**src/rtl/rice_pkg.sv**
```systemverilog
// Shared types and helpers for the Rice residual coding path.
package rice_pkg;

   localparam int unsigned RES_W        = 16;
   localparam int unsigned RICE_PARAM_W = 4;

   // Tuple handed to the Rice bit-packer.
   typedef struct packed {
      logic [RES_W-1:0]        total;
      logic [RES_W-1:0]        upper;
      logic [RES_W-1:0]        lower;
      logic [RICE_PARAM_W-1:0] param;
   } rice_code_t;

   // Signed-to-unsigned interleave: 0,-1,1,-2,2 -> 0,1,2,3,4.
   function automatic logic [RES_W-1:0] zigzag16(input logic [RES_W-1:0] r);
      return {r[RES_W-2:0], 1'b0} ^ {RES_W{r[RES_W-1]}};
   endfunction

endpackage

```
**src/rtl/rice_partition_counter.sv**
```systemverilog
// Tracks position within a Rice partition and the k latched at its first sample.
module rice_partition_counter
   import rice_pkg::*;
#(
   parameter int unsigned PART_SIZE = 4096
) (
   input  logic                    iClock,
   input  logic                    iReset,
   input  logic                    iValid,
   input  logic                    iStart,
   input  logic [RICE_PARAM_W-1:0] iRiceParam,
   output logic                    oFirst,
   output logic                    oLast,
   output logic [RICE_PARAM_W-1:0] oRiceParam
);

   localparam int unsigned CntW = (PART_SIZE > 1) ? $clog2(PART_SIZE) : 1;
   localparam logic [CntW-1:0] CntLast = CntW'(PART_SIZE - 1);

   logic [CntW-1:0]         cnt_q, cnt_d, cnt_base;
   logic                    armed_q, armed_d, armed_eff;
   logic [RICE_PARAM_W-1:0] k_q, k_d;

   // Current-sample flags; iStart takes effect on a sample in the same cycle.
   always_comb begin
      armed_eff  = iStart | armed_q;
      cnt_base   = iStart ? '0 : cnt_q;
      oFirst     = iValid & armed_eff;
      oLast      = iValid & (cnt_base == CntLast);
      oRiceParam = armed_eff ? iRiceParam : k_q;
   end

   // Next-state: advance only on accepted samples, rearm at the partition wrap.
   always_comb begin
      cnt_d   = cnt_q;
      armed_d = armed_q;
      k_d     = k_q;
      if (iValid) begin
         if (oFirst) begin
            k_d = iRiceParam;
         end
         if (oLast) begin
            cnt_d   = '0;
            armed_d = 1'b1;
         end else begin
            cnt_d   = cnt_base + 1'b1;
            armed_d = 1'b0;
         end
      end else if (iStart) begin
         cnt_d   = '0;
         armed_d = 1'b1;
      end
   end

   // State registers with synchronous reset.
   always_ff @(posedge iClock) begin
      if (iReset) begin
         cnt_q   <= '0;
         armed_q <= 1'b1;
         k_q     <= '0;
      end else begin
         cnt_q   <= cnt_d;
         armed_q <= armed_d;
         k_q     <= k_d;
      end
   end

endmodule

```
**src/rtl/rice_residual_encoder.sv**
```systemverilog
// Two-stage residual encoder: zigzag map, then Rice split into packer tuples.
module rice_residual_encoder
   import rice_pkg::*;
#(
   parameter int unsigned      PART_SIZE = 4096,
   parameter logic [RES_W-1:0] MAX_UPPER = 16'd4095
) (
   input  logic                    iClock,
   input  logic                    iReset,
   input  logic                    iValid,
   input  logic                    iStart,
   input  logic [RES_W-1:0]        iResidual,
   input  logic [RICE_PARAM_W-1:0] iRiceParam,
   output logic                    oValid,
   output logic                    oFirst,
   output logic                    oLast,
   output logic [RES_W-1:0]        oTotal,
   output logic [RES_W-1:0]        oUpper,
   output logic [RES_W-1:0]        oLower,
   output logic [RICE_PARAM_W-1:0] oRiceParam,
   output logic                    oEscape
);

   logic                    part_first, part_last;
   logic [RICE_PARAM_W-1:0] part_k;

   rice_partition_counter #(
      .PART_SIZE (PART_SIZE)
   ) u_part (
      .iClock     (iClock),
      .iReset     (iReset),
      .iValid     (iValid),
      .iStart     (iStart),
      .iRiceParam (iRiceParam),
      .oFirst     (part_first),
      .oLast      (part_last),
      .oRiceParam (part_k)
   );

   logic                    s1_valid_q, s1_valid_d;
   logic [RES_W-1:0]        s1_u_q, s1_u_d;
   logic [RICE_PARAM_W-1:0] s1_k_q, s1_k_d;
   logic                    s1_first_q, s1_first_d;
   logic                    s1_last_q, s1_last_d;

   logic                    s2_valid_q, s2_valid_d;
   rice_code_t              s2_code_q, s2_code_d;
   logic                    s2_first_q, s2_first_d;
   logic                    s2_last_q, s2_last_d;
   logic                    s2_escape_q, s2_escape_d;

   logic [RES_W-1:0]        split_mask;

   // Stage 1: zigzag map; data fields hold across bubbles.
   always_comb begin
      s1_valid_d = iValid;
      s1_u_d     = s1_u_q;
      s1_k_d     = s1_k_q;
      s1_first_d = s1_first_q;
      s1_last_d  = s1_last_q;
      if (iValid) begin
         s1_u_d     = zigzag16(iResidual);
         s1_k_d     = part_k;
         s1_first_d = part_first;
         s1_last_d  = part_last;
      end
   end

   // Stage 2: split into unary quotient and 1-prefixed remainder.
   always_comb begin
      s2_valid_d  = s1_valid_q;
      s2_code_d   = s2_code_q;
      s2_first_d  = s2_first_q;
      s2_last_d   = s2_last_q;
      s2_escape_d = s2_escape_q;
      split_mask  = RES_W'((17'd1 << s1_k_q) - 17'd1);
      if (s1_valid_q) begin
         s2_code_d.upper = s1_u_q >> s1_k_q;
         s2_code_d.lower = RES_W'(17'd1 << s1_k_q) | (s1_u_q & split_mask);
         s2_code_d.total = s2_code_d.upper + RES_W'(s1_k_q) + 16'd1;
         s2_code_d.param = s1_k_q;
         s2_first_d      = s1_first_q;
         s2_last_d       = s1_last_q;
         s2_escape_d     = s2_code_d.upper > MAX_UPPER;
      end
   end

   // Pipeline registers; reset drops anything in flight.
   always_ff @(posedge iClock) begin
      if (iReset) begin
         s1_valid_q  <= 1'b0;
         s1_u_q      <= '0;
         s1_k_q      <= '0;
         s1_first_q  <= 1'b0;
         s1_last_q   <= 1'b0;
         s2_valid_q  <= 1'b0;
         s2_code_q   <= '0;
         s2_first_q  <= 1'b0;
         s2_last_q   <= 1'b0;
         s2_escape_q <= 1'b0;
      end else begin
         s1_valid_q  <= s1_valid_d;
         s1_u_q      <= s1_u_d;
         s1_k_q      <= s1_k_d;
         s1_first_q  <= s1_first_d;
         s1_last_q   <= s1_last_d;
         s2_valid_q  <= s2_valid_d;
         s2_code_q   <= s2_code_d;
         s2_first_q  <= s2_first_d;
         s2_last_q   <= s2_last_d;
         s2_escape_q <= s2_escape_d;
      end
   end

   // Output mapping.
   always_comb begin
      oValid     = s2_valid_q;
      oFirst     = s2_first_q;
      oLast      = s2_last_q;
      oTotal     = s2_code_q.total;
      oUpper     = s2_code_q.upper;
      oLower     = s2_code_q.lower;
      oRiceParam = s2_code_q.param;
      oEscape    = s2_escape_q;
   end

endmodule

```
**config.mk**
```make
export PLATFORM = sky130hd
export DESIGN_NAME = rice_residual_encoder
export DESIGN_NICKNAME = d
export VERILOG_FILES = /design/src/rtl/rice_pkg.sv /design/src/rtl/rice_partition_counter.sv /design/src/rtl/rice_residual_encoder.sv
export SDC_FILE = /design/constraint.sdc
export NUM_CORES = 1
export LEC_CHECK = 0
export CORE_MARGIN = 4
export CORE_UTILIZATION = 35
export CTS_BUF_LIST = sky130_fd_sc_hd__clkbuf_4
export CTS_CLUSTER_DIAMETER = 60
export DETAILED_ROUTE_END_ITERATION = 7
export PLACE_DENSITY = 0.56
export REMOVE_ABC_BUFFERS = 1
export SLEW_MARGIN = 20
export SYNTH_ARGS = -nofsm -noshare
export SYNTH_HDL_FRONTEND = slang
export SYNTH_SLANG_ARGS = --single-unit
```
**constraint.sdc**
```tcl
create_clock -name iClock -period 5 [get_ports iClock]
set_input_delay 0.75 -clock iClock [delete_from_list [all_inputs] [get_ports iClock]]
set_output_delay 0.75 -clock iClock [all_outputs]
set_load 0.01 [all_outputs]
```
======== Word level (Yosys, flattened, before mapping) ========
Cells that the tools add are included.
word-level totals
  flip-flop bits (word level) ............. 96
  logic and storage cells ................. 39
  output and inout port bits .............. 56
  input port bits ......................... 24
cells by class
  $add $sub $neg .......................... 4
  equal/unequal tests ..................... 1
  muxes and demuxes ....................... 7
  reduce and logical (&&, ||, !) cells .... 2
  bitwise logic cells ..................... 6
  order comparisons ....................... 1
  shift operators ......................... 2
operators by type and width
  cell                                                  number
  two-way mux 12 bit                                    3
  adder 16 x 1 -> 16 bit, second input constant         1
  adder 16 x 4 -> 16 bit                                1
  bitwise AND 16 bit                                    1
  > comparator 16 x 12 -> 1 bit, second input constant  1
  OR 16 bit                                             1
  << shifter 1 x 4 -> 16 bit, first input constant      1
  >> shifter 16 x 4 -> 16 bit                           1
  subtractor 16 x 1 -> 16 bit, second input constant    1
  XOR 16 bit                                            1
  adder 12 x 1 -> 12 bit, second input constant         1
  == test 12 bit, second input constant                 1
  two-way mux 4 bit                                     1
  two-way mux 1 bit                                     3
  bitwise AND 1 bit                                     2
  AND reduction 2 bit                                   1
  nonzero test 2 bit                                    1
  OR 1 bit                                              1

======== Logic depth before layout (Yosys ltp) ========
Gate-level depths: netlist of the first run.
  word-level depth ........................ 5
  mapped depth ............................ 17

======== Hierarchy ========
A second synthesis of the first run with hierarchy kept.
unflattened totals
  cells, all modules ...................... 563
  area total of the unflattened synthesis .. 5091.1 um^2
by module, submodules not included
  module                  area an instance (um^2)  cells each  instances
  rice_residual_encoder   4206.5                   468         1
  rice_partition_counter  884.6                    95          1

======== Worst setup path before layout of the first run ========
OpenSTA, ideal clock, no wires.
  path kind ............................... register to register
  from .................................... reg s1_k_q[1]
  to ...................................... reg s2_code_q, in the netlist oTotal[12]
  arrival ................................. 3414 ps
  setup slack ............................. 1500 ps
  required time ........................... 4914 ps
  path buffers ............................ 3
  clock period less this slack ............ 3500 ps
  stages on the path, launching flop included .. 17
  setup time .............................. 86 ps
  cell sequence ........................... dfxtp_1 -> buf_4 -> buf_4 -> clkbuf_1 -> mux2_2 -> o211ai_1 -> a21oi_1 -> a21oi_1 -> ha_1 -> fa_1 -> nor2b_1 -> o21ai_0 -> o2bb2ai_1 -> nor4_1 -> nand4b_1 -> xnor2_1 -> a211oi_1
between the ends
  longest elaborated chain between the ends .. 3
RTL lines
  element                      RTL line                      source
  start: declaration           rice_residual_encoder.sv:42   logic [RICE_PARAM_W-1:0] s1_k_q, s1_k_d;
  start signal: assignment     rice_residual_encoder.sv:104  s1_k_q <= s1_k_d;
  >> shifter 16 x 4 -> 16 bit  rice_residual_encoder.sv:78   s2_code_d.upper = s1_u_q >> s1_k_q;
  adder 16 x 4 -> 16 bit (*)   rice_residual_encoder.sv:80   s2_code_d.total = s2_code_d.upper + RES_W'(s1_k_q) + 16'd1;
  adder 16 x 1 -> 16 bit (*)   rice_residual_encoder.sv:80
  end signal: assignment       rice_residual_encoder.sv:108  s2_code_q <= s2_code_d;
  end: declaration             rice_residual_encoder.sv:47   rice_code_t s2_code_q, s2_code_d;
Mark *: on every way between the ends. The rest lies on a longest branch, timed or not.
A chain may end at the register's enable or synchronous reset.

======== Worst setup path after layout of the first run ========
Same ends and word-level chain as after synthesis.

==> results of run 1 <==
## worst max-delay path, cell delays in order (launching register included)
cell and delay (ns):
sky130_fd_sc_hd__dfxtp_1 0.97, sky130_fd_sc_hd__buf_4 0.37, sky130_fd_sc_hd__mux4_2 0.54, sky130_fd_sc_hd__and2_1 0.17, sky130_fd_sc_hd__a311oi_1 0.29, sky130_fd_sc_hd__a21oi_1 0.11
sky130_fd_sc_hd__ha_1 0.34, sky130_fd_sc_hd__o21ai_0 0.12, sky130_fd_sc_hd__o2bb2ai_1 0.15, sky130_fd_sc_hd__nor4_1 0.62, sky130_fd_sc_hd__nand4b_1 0.19, sky130_fd_sc_hd__xnor2_1 0.16
sky130_fd_sc_hd__a211oi_1 0.22
## synthesized netlist by cell type (3+ instances only)
cell type / n / share of area (%)
sky130_fd_sc_hd__nand3_1: 7 / 0.70
sky130_fd_sc_hd__nand2b_1: 14 / 1.8
sky130_fd_sc_hd__xor2_1: 6 / 1.1
sky130_fd_sc_hd__o211ai_1: 4 / 0.60
sky130_fd_sc_hd__buf_1: 3 / 0.23
sky130_fd_sc_hd__a311oi_1: 10 / 1.8
sky130_fd_sc_hd__nand2_1: 44 / 3.3
sky130_fd_sc_hd__o21ai_0: 16 / 1.6
sky130_fd_sc_hd__o22ai_1: 3 / 0.38
sky130_fd_sc_hd__mux2i_1: 38 / 7.6
sky130_fd_sc_hd__mux4_1: 4 / 2.1
sky130_fd_sc_hd__a21oi_1: 20 / 2.0
sky130_fd_sc_hd__and3_1: 6 / 0.75
sky130_fd_sc_hd__a32oi_1: 3 / 0.53
sky130_fd_sc_hd__a211oi_1: 36 / 5.4
sky130_fd_sc_hd__mux2_2: 4 / 0.91
sky130_fd_sc_hd__nor4_1: 3 / 0.38
sky130_fd_sc_hd__mux4_2: 3 / 1.4
sky130_fd_sc_hd__xnor2_1: 30 / 5.3
sky130_fd_sc_hd__ha_1: 6 / 1.5
sky130_fd_sc_hd__dfxtp_1: 96 / 39
sky130_fd_sc_hd__nor3_1: 9 / 0.91
sky130_fd_sc_hd__clkbuf_1: 34 / 2.6
sky130_fd_sc_hd__inv_1: 11 / 0.83
sky130_fd_sc_hd__nand4_1: 4 / 0.50
sky130_fd_sc_hd__nor2b_1: 10 / 1.3
sky130_fd_sc_hd__nor2_1: 101 / 7.6
## cells by family after synthesis
kind of cell               after synthesis  synth area share, %
DFF                                     96                 38.6
xor gates and xnor gates                36                 6.34
adders and majority gates                7                 1.91
AOI/OAI and AO/OA                      117                 16.8
buffers and inverters                   55                 4.50
and+or+nand+nor                        214                 19.8
muxes                                   49                 12.0
## layer usage
metal / global-route usage (%) / wire (um) / up-vias
met5: 0 / 0 / -
met4: 5.24 / 255 / 0
met3: 3.85 / 584 / 19
met2: 23.7 / 5680 / 111
met1: 21.6 / 6050 / 1979
li1: - / - / 2146
## sequential cells by signal, summed over array words and instances, names as in the netlist, 4 cells and up
signal        count
s1_u_q           16
oLower           16
s1_k_q            4
u_part.k_q        4
oUpper           16
u_part.cnt_q     12
oTotal           16
oRiceParam        4
## power groups by stage
stage / clock network (W) / logic, W / registers [W]
floorplan: 0 / 0.000210 / 0.000883
global placement: 0 / 0.000376 / 0.000876
detailed placement: 0 / 0.000380 / 0.000877
CTS: 0.000444 / 0.000381 / 0.000861
global route: 0.000472 / 0.000417 / 0.000869
finish: 0.000422 / 0.000378 / 0.000860
## final cells by class
class / count / area share [%]
multi-input combinational: 423 / 47.0
sequential: 96 / 32.0
timing repair buffer: 88 / 14.2
tap: 180 / 3.74
clock inverter: 6 / 1.16
clock buffer: 9 / 1.12
inverter: 13 / 0.811
## final timing paths
| kind | from | slack (ns) | cells past startpoint | endpoint |
|---|---|---|---|---|
| min reg2reg | s1_first_q$_SDFFE_PP0P_ | 0.48 | 2 | s1_first_q$_SDFFE_PP0P_ |
| min | s1_first_q$_SDFFE_PP0P_ | 0.48 | 2 | s1_first_q$_SDFFE_PP0P_ |
| max | s1_k_q[1]$_SDFFE_PP0P_ | 0.65 | 12 | oTotal[12]$_SDFFE_PP0P_ |
| max reg2reg | s1_k_q[1]$_SDFFE_PP0P_ | 0.65 | 12 | oTotal[12]$_SDFFE_PP0P_ |
## per-stage QoR
stage	util, %	cell area, um^2	total power (W)	setup slack [ns]	hold WS [ns]
floorplan	-	4800	0.00109	1.02	0.438
global route	43.4	6020	0.00176	0.244	0.512
global placement	42.4	5880	0.00125	0.901	0.460
CTS	43.4	6020	0.00169	0.654	0.483
detailed placement	42.4	5880	0.00126	0.711	0.462
finish	43.4	6020	0.00166	0.651	0.479
==> results.yml, run 1 <==
run_status:
  run_status: "finished clean"
pwr:
  internal_power_w: 0.00114
  total_leakage_power_nw: 2.08
  peakVddDrop_mv: 0.153
  switching_share_pct: 31.3
  clockPowerShare_pct: 25.4
  comb_power_share_pct: 22.8
  cellPowerDensity_nw_per_um2: 276
  p_switching_w: 0.000519
  seq_power_share_pct: 51.8
final_layout:
  final_cell_count_no_fill: 815
  multi_input_comb_area_um2: 2830
  mostFrequentLayoutCells: "sky130_fd_sc_hd__nor2_1, sky130_fd_sc_hd__dfxtp_1, sky130_fd_sc_hd__clkdlybuf4s50_1, sky130_fd_sc_hd__nand2_1, sky130_fd_sc_hd__mux2i_1"
  syn_to_layout_area_delta_pct: 20.9
  nets_final: 662
  final_common_cell: "sky130_fd_sc_hd__nor2_1"
  layout.area.seq_um2: 1920
  antennaDiodeCount: 0
  post_route_cells_drive_above_1_share_pct: 7.24
  fillers: 1429
sta:
  fmax_mhz: 230
  worst_pin_slew_ns: 0.952
  slew_viol_final: 0
  clock-skew-final_ns: 0.0211
  finalSetupViolations: 0
  finalSetupTns_ns: 0
  min_period_over_period_pct: 87.0
  final_critical_delay_including_setup_and_external_delays_ns: 4.35
  timing.slew.headroom_pct: 36.5
  hold_violations: 0
  rsz0062_at_grt: "no"
worst_setup_path:
  critical_path.max_fanout: 24
  setup.worst_path.end_class: "flop"
  critical_path_arrival_ns: 4.75
  timing.setup.critical_path_class: "reg2reg"
  start_kind: "flop"
  critPathRequiredTime_ns: 5.40
routing:
  final_wirelength_um: 12600
  drtPass1Iterations: 4
  drc: 0
  final_antenna_net_count: 0
  first_iter_violations: 267
  vias: 4255
  drt-wirelength-per-cell_um: 15.4
  drt-vias-per-instance: 5.22
place:
  globalplace.congestion: 0.852
  detailed_place_hpwl_um: 9150
  place.port_buffers: 79
  numPlacedInstances: 800
clock_network:
  tritoncts_clock_tree: "done"
  postCtsHoldBufs: 0
  clk_path_buf_depth: 2
  cts-root-buf: "sky130_fd_sc_hd__clkbuf_4"
  cts-htree-levels: 3
  post_cts_resized: 0
  clock_transition_at_path_regs_ns: 0.15
  cts_post_setup_buffers_inserted: 0
  insertion_delay_ns: 0.48
  tritoncts_num_sinks: 96
  cts_made_buffers: 9
floorplan:
  core.rowCount: 43
  die_x_um: 127
  die_height_um: 127
  floorplan.die_area_um2: 16200
  placeableCoreArea_um2: 13900
  pin_count: 80
  starting_utilization_of_the_core_area_pct: 35.8
run:
  maxcap_viol_count: 0
yosys:
  synthesis.yosys.warnings: 0
  synth_cell_types: 65
  synth_enable_flop_cells: 0
  syn-cell-area_um2: 4980
  ys_ff_latch: 96
  postSynthAreaPerCell_um2: 8.67
  synthCells: 574
  ys_async_sr_fraction_pct: 0
  postSynth.topFlopCell: "sky130_fd_sc_hd__dfxtp_1"
  synth_seq_area_share_pct: 38.6
global_route:
  gr-usage-all-layers_pct: 15.6
  grt_max_degree: 46
  grt.overflow.total: 0
  initial_antenna_violation_count: 0
  wire_length_of_the_first_global_routing_pass_um: 20500
  number_of_global_route_vias_before_repair: 3976
hold_path:
  min_path_type: "reg2reg"
Power figures use the tool's default switching activity.
==> run 2: changes to the inputs <==
--- a/config.mk
+++ b/config.mk
@@ -10,7 +10,8 @@
 export CTS_BUF_LIST = sky130_fd_sc_hd__clkbuf_4
 export CTS_CLUSTER_DIAMETER = 60
 export DETAILED_ROUTE_END_ITERATION = 7
-export PLACE_DENSITY = 0.56
+export DONT_BUFFER_PORTS = 1
+export PLACE_DENSITY = 0.49
 export REMOVE_ABC_BUFFERS = 1
 export SLEW_MARGIN = 20
 export SYNTH_ARGS = -nofsm -noshare
==> results.yml, run 2 (synthesized netlist as in run 1, its figures left out) <==
global_route:
  initial_antenna_violation_count: 0
  grt.overflow.total: 0
  number_of_global_route_vias_before_repair: 3931
  grt_max_degree: 90
  wire_length_of_the_first_global_routing_pass_um: 21300
  gr-usage-all-layers_pct: 16.3
worst_setup_path:
  worst_r2r_startpoint: "s1_k_q[1]$_SDFFE_PP0P_"
  critical_path.max_fanout: 14
  critical_path_arrival_ns: 4.62
  setup.worst_path.end_class: "flop"
  start_kind: "flop"
  timing.setup.critical_path_class: "reg2reg"
  cp-startpoint: "s1_k_q[1]$_SDFFE_PP0P_"
  critPathRequiredTime_ns: 5.40
final_layout:
  final_common_cell: "sky130_fd_sc_hd__nor2_1"
  nets_final: 580
  final_cell_count_no_fill: 734
  antennaDiodeCount: 0
  fin_area_um2: 5240
  multi_input_comb_area_um2: 2830
  layout.area.seq_um2: 1930
  post_route_cells_drive_above_1_share_pct: 7.76
  mostFrequentLayoutCells: "sky130_fd_sc_hd__nor2_1, sky130_fd_sc_hd__dfxtp_1, sky130_fd_sc_hd__nand2_1, sky130_fd_sc_hd__mux2i_1, sky130_fd_sc_hd__a211oi_1"
  fillers: 1454
  syn_to_layout_area_delta_pct: 5.28
floorplan:
  placeableCoreArea_um2: 13900
  core.rowCount: 43
  die_x_um: 127
  floorplan.die_area_um2: 16200
  pin_count: 80
  starting_utilization_of_the_core_area_pct: 35.8
  die_height_um: 127
sta:
  slew_viol_final: 0
  clock-skew-final_ns: 0.0235
  final.hold.worst_slack_ns: 0.330
  finalSetupViolations: 0
  worst_pin_slew_ns: 0.815
  rsz0062_at_grt: "no"
  final_critical_delay_including_setup_and_external_delays_ns: 4.22
  fmax_mhz: 237
  timing.slew.headroom_pct: 45.2
  finalSetupTns_ns: 0
  hold_violations: 0
  min_period_over_period_pct: 84.5
hold_path:
  min_path_type: "in2reg"
  worstHoldStart: "iReset"
pwr:
  total_leakage_power_nw: 1.80
  cellPowerDensity_nw_per_um2: 312
  peakVddDrop_mv: 0.103
routing:
  drtPass1Iterations: 4
  vias: 3907
  drt-wirelength-per-cell_um: 17.4
  final_wirelength_um: 12800
  drt-vias-per-instance: 5.32
  drc: 0
  final_antenna_net_count: 0
  first_iter_violations: 198
clock_network:
  postCtsHoldBufs: 0
  tritoncts_clock_tree: "done"
  post_cts_resized: 0
  tritoncts_num_sinks: 96
  cts-htree-levels: 3
  cts_post_setup_buffers_inserted: 0
  cts_made_buffers: 9
  clock_transition_at_path_regs_ns: 0.15
  clk_path_buf_depth: 2
  cts-root-buf: "sky130_fd_sc_hd__clkbuf_4"
  insertion_delay_ns: 0.48
place:
  placed_cell_area_um2: 5070
  numPlacedInstances: 718
  place.port_buffers: 0
  globalplace.congestion: 0.823
  detailed_place_hpwl_um: 9130
run:
  maxcap_viol_count: 0
run_status:
  run_status: "finished clean"
run 2: cell count changes in the layout (fill, tap and decap cells not counted), sizes merged:
cell           change
inv                -1
clkinv             +1
clkinvlp           -2
bufinv             +1
buf                -4
clkdlybuf4s50     -78
clkbuf             +2
run 2: final cells by class:
type / instances / share of cell area, %
multi-input combinational: 423 / 54.0
sequential: 96 / 36.8
tap: 180 / 4.30
clock buffer: 11 / 1.58
clock inverter: 5 / 1.55
inverter: 13 / 0.931
timing repair buffer: 6 / 0.860
run 2: per-layer routing:
metal  share of wire, %  global-route usage [%]  vias to the layer above  wire [um]
met5                  0                       0                        -          0
li1                   -                       -                     1972          -
met2                 45                    25.2                       75       5770
met4                2.1                    6.12                        0        274
met3                4.8                    4.56                       21        607
met1                 48                    21.8                     1839       6120
run 2: final timing paths:
path | end | depth (start not counted) | slack [ns]
max | oTotal[14]$_SDFFE_PP0P_ | 12 | 0.78
min | oUpper[15]$_SDFFE_PP0P_ | 1 | 0.33
max reg2reg | oTotal[14]$_SDFFE_PP0P_ | 12 | 0.78
min reg2reg | s1_first_q$_SDFFE_PP0P_ | 2 | 0.48
run 2: worst max-delay path, stage by stage (launching register included):
cell                        delay, ns
sky130_fd_sc_hd__dfxtp_1         0.71
sky130_fd_sc_hd__buf_4           0.33
sky130_fd_sc_hd__mux4_2          0.54
sky130_fd_sc_hd__and2_1          0.18
sky130_fd_sc_hd__a311oi_1        0.37
sky130_fd_sc_hd__a21oi_1         0.15
sky130_fd_sc_hd__ha_1            0.38
sky130_fd_sc_hd__o21ai_0         0.11
sky130_fd_sc_hd__o2bb2ai_1       0.14
sky130_fd_sc_hd__nor4_1          0.66
sky130_fd_sc_hd__nand4_1         0.20
sky130_fd_sc_hd__xnor2_1         0.16
sky130_fd_sc_hd__a211oi_1        0.22
run 2: through the flow:
step / setup WS [ns] / utilization [%] / total power [W]
2_1_floorplan: 1.02 / - / 0.00109
3_3_place_gp: 1.02 / 36.6 / 0.00118
3_5_place_dp: 0.897 / 36.6 / 0.00118
4_1_cts: 0.844 / 37.7 / 0.00166
5_1_grt: 0.403 / 37.7 / 0.00173
6_report: 0.775 / 37.7 / 0.00163
run 2: power by group:
| part | switching (W) | total (W) | internal [W] |
|---|---|---|---|
| Combinational | 0.000160 | 0.000286 | 0.000127 |
| Sequential | 0.0000659 | 0.000873 | 0.000807 |
| Clock | 0.000260 | 0.000474 | 0.000214 |
| Total | 0.000485 | 0.00163 | 0.00115 |
==> patch (config.mk and constraints of run 2) <==
Change the package constant `RICE_PARAM_W` from 4 to 5.
--- a/src/rtl/rice_pkg.sv
+++ b/src/rtl/rice_pkg.sv
@@ -3,5 +3,5 @@
 
    localparam int unsigned RES_W        = 16;
-   localparam int unsigned RICE_PARAM_W = 4;
+   localparam int unsigned RICE_PARAM_W = 5;
 
    // Tuple handed to the Rice bit-packer.
Interface: changed (resized iRiceParam and oRiceParam); port bits go from 80 to 82. The function was not compared with the original's and may differ.
==> patch against run 2 <==
Synthesized area is 4.5% higher. Worst hold slack worse by 0.0047 ns. Final area rose by 3.6%. Power rose by 2.3%. Wire length increased by 10%. Sequential cell count increased by 3. Non-clock buffer count stayed put. Worst setup slack worse by 0.060 ns. Sequential power up 3.6%. Global-route usage is 0.61 points higher. Largest power group unchanged. Highest routed layer unchanged.
==> patch: results <==
group,metric,value,unit
synthesis,synth_area_leaders,"dfxtp_1 (38%), nor2_1 (8.6%), mux2i_1 (8.5%)",
worst_hold_path,min-delay-start,"iStart",
final_layout,fin_nets,600,
synthesis,ys_seq_area_frac,0.381,
cts,clock-root-buffer,"clkbuf_4",
power_and_ir_drop,vdd_drop_max,0.0989,mV
worst_hold_path,hp-class,"primary input to flop",
synthesis,synth_compound_gate_area_share,0.159,
global_route,grt_pass1_vias,4108,
cts,cts_resized,0,
critical_path,reg2reg_slack,0.72,ns
power_and_ir_drop,power.leakage,1.88,nW
critical_path,critPathArrivalTime,4.68,ns
outcome,status,"complete, no violations",
place,place_ws,0.814,ns
detailed_routing,routed_wl,14100,um
detailed_routing,dr.first_iter.drc_count,220,
worst_hold_path,min_to,"u_part.cnt_q[9]",
global_route,grt_use_met1,0.231,
synthesis,synth_fa_ha_area_frac,0.0183,
critical_path,worstPathMaxFanout,27,
global_route,grt_max_degree,88,
sta,slew-limit-headroom,0.269,
critical_path,r2r_end,"oTotal[12]",
global_route,gr-usage-all-layers,0.169,
critical_path,reg2reg_depth,13,
synthesis,synth_mux_area_frac,0.137,
sta,report.final.setup_viol,0,
global_route,grt_pass1_wl,22500,um
worst_hold_path,worstHoldPathCells,1,
place,routabilityCongestion,0.872,
global_route,use_met2,0.259,
synthesis,netlist_top_cells_count,"nor2_1 (119), dfxtp_1 (99), mux2i_1 (44)",
cts,cts_buffers,9,
synthesis,synth.distinct_cells,59,
synthesis,ys.flop_type,"dfxtp_1",
place,dp.final_hpwl,10100,um
final_layout,drive_above_1_share,0.0803,
sta,fin_skew,0.0192,ns
detailed_routing,vias_per_cell,5.52,
detailed_routing,drc_errors,0,
synthesis,synth_xor_area_frac,0.0556,
place,placement.io_buffers,0,
critical_path,reg2reg_from,"s1_k_q[1]",
cts,cts_buffer_depth,2,
global_route,grt_use_met3,0.0442,
## patch: cell types whose count changed after synthesis, moves of 5 or more
cell | before | now
clkbuf_1 | 34 | 28
and3_1 | 6 | 1
buf_1 | 3 | 12
nand3_1 | 7 | 15
nor2_1 | 101 | 119
a21oi_1 | 20 | 14
nand2_1 | 44 | 35
mux2i_1 | 38 | 44
## patch: per-layer routing
metal	up-vias	part of all wire	wire (um)
met5	-	0	0
met4	0	0.017	237
met3	18	0.057	795
met2	86	0.45	6390
met1	2006	0.47	6640
li1	2071	-	-
## patch: worst max-delay path: stages (launching register included)
cell      delay, ns
dfxtp_1        1.08
mux2i_1        0.45
o32ai_1        0.14
nor2_1         0.32
a211o_1        0.21
ha_1           0.15
inv_1          0.05
fa_1           0.40
a21o_1         0.18
a21oi_1        0.35
nor3_1         0.13
nand3_1        0.17
mux2_2         0.36
a211oi_2       0.21
## patch: worst max path at each step
stage	depth (start not counted)	slack [ns]	end	start
6_report	13	0.72	oTotal[12]	s1_k_q[1]
3_5_place_dp	13	0.81	oTotal[12]	s1_k_q[1]
4_1_cts	13	0.74	oTotal[12]	s1_k_q[1]
5_1_grt	13	0.44	oTotal[12]	s1_k_q[1]
2_1_floorplan	13	1.19	oTotal[12]	s1_k_q[1]
3_3_place_gp	13	0.97	oTotal[12]	s1_k_q[1]
## patch: layout make-up
cell class / count / area [um2]
inverter: 11 / 41.3
fill: 1512 / 9110
multi-input combinational: 441 / 2970
tap: 184 / 230
timing repair buffer: 6 / 45.0
clock inverter: 6 / 81.3
sequential: 99 / 1990
clock buffer: 10 / 75.1
## patch: kinds of logic after synthesis
group,count (synthesis)
adder cells (fa/ha/maj),7
XOR/XNOR,33
multiplexers,60
flip-flops,99
buffers and inverters,58
AO/OA/AOI/OAI,114
AND/OR/NAND/NOR,227
## patch: metrics by stage
stage	instances	util	power (mW)	area, um2	hold slack [ns]
finish	757	0.373	1.67	5430	0.325
global route	757	0.373	1.77	5430	0.273
CTS	757	0.373	1.70	5430	0.275
detailed placement	741	0.363	1.22	5270	0.454
global placement	741	0.363	1.22	5270	0.450
floorplan	551	-	1.13	4990	0.430
## patch: report_power, final
part / internal (mW) / switching, mW / total [mW]
sequential: 0.831 / 0.0730 / 0.904
clock: 0.205 / 0.266 / 0.472
combinational: 0.129 / 0.166 / 0.294
total: 1.17 / 0.505 / 1.67
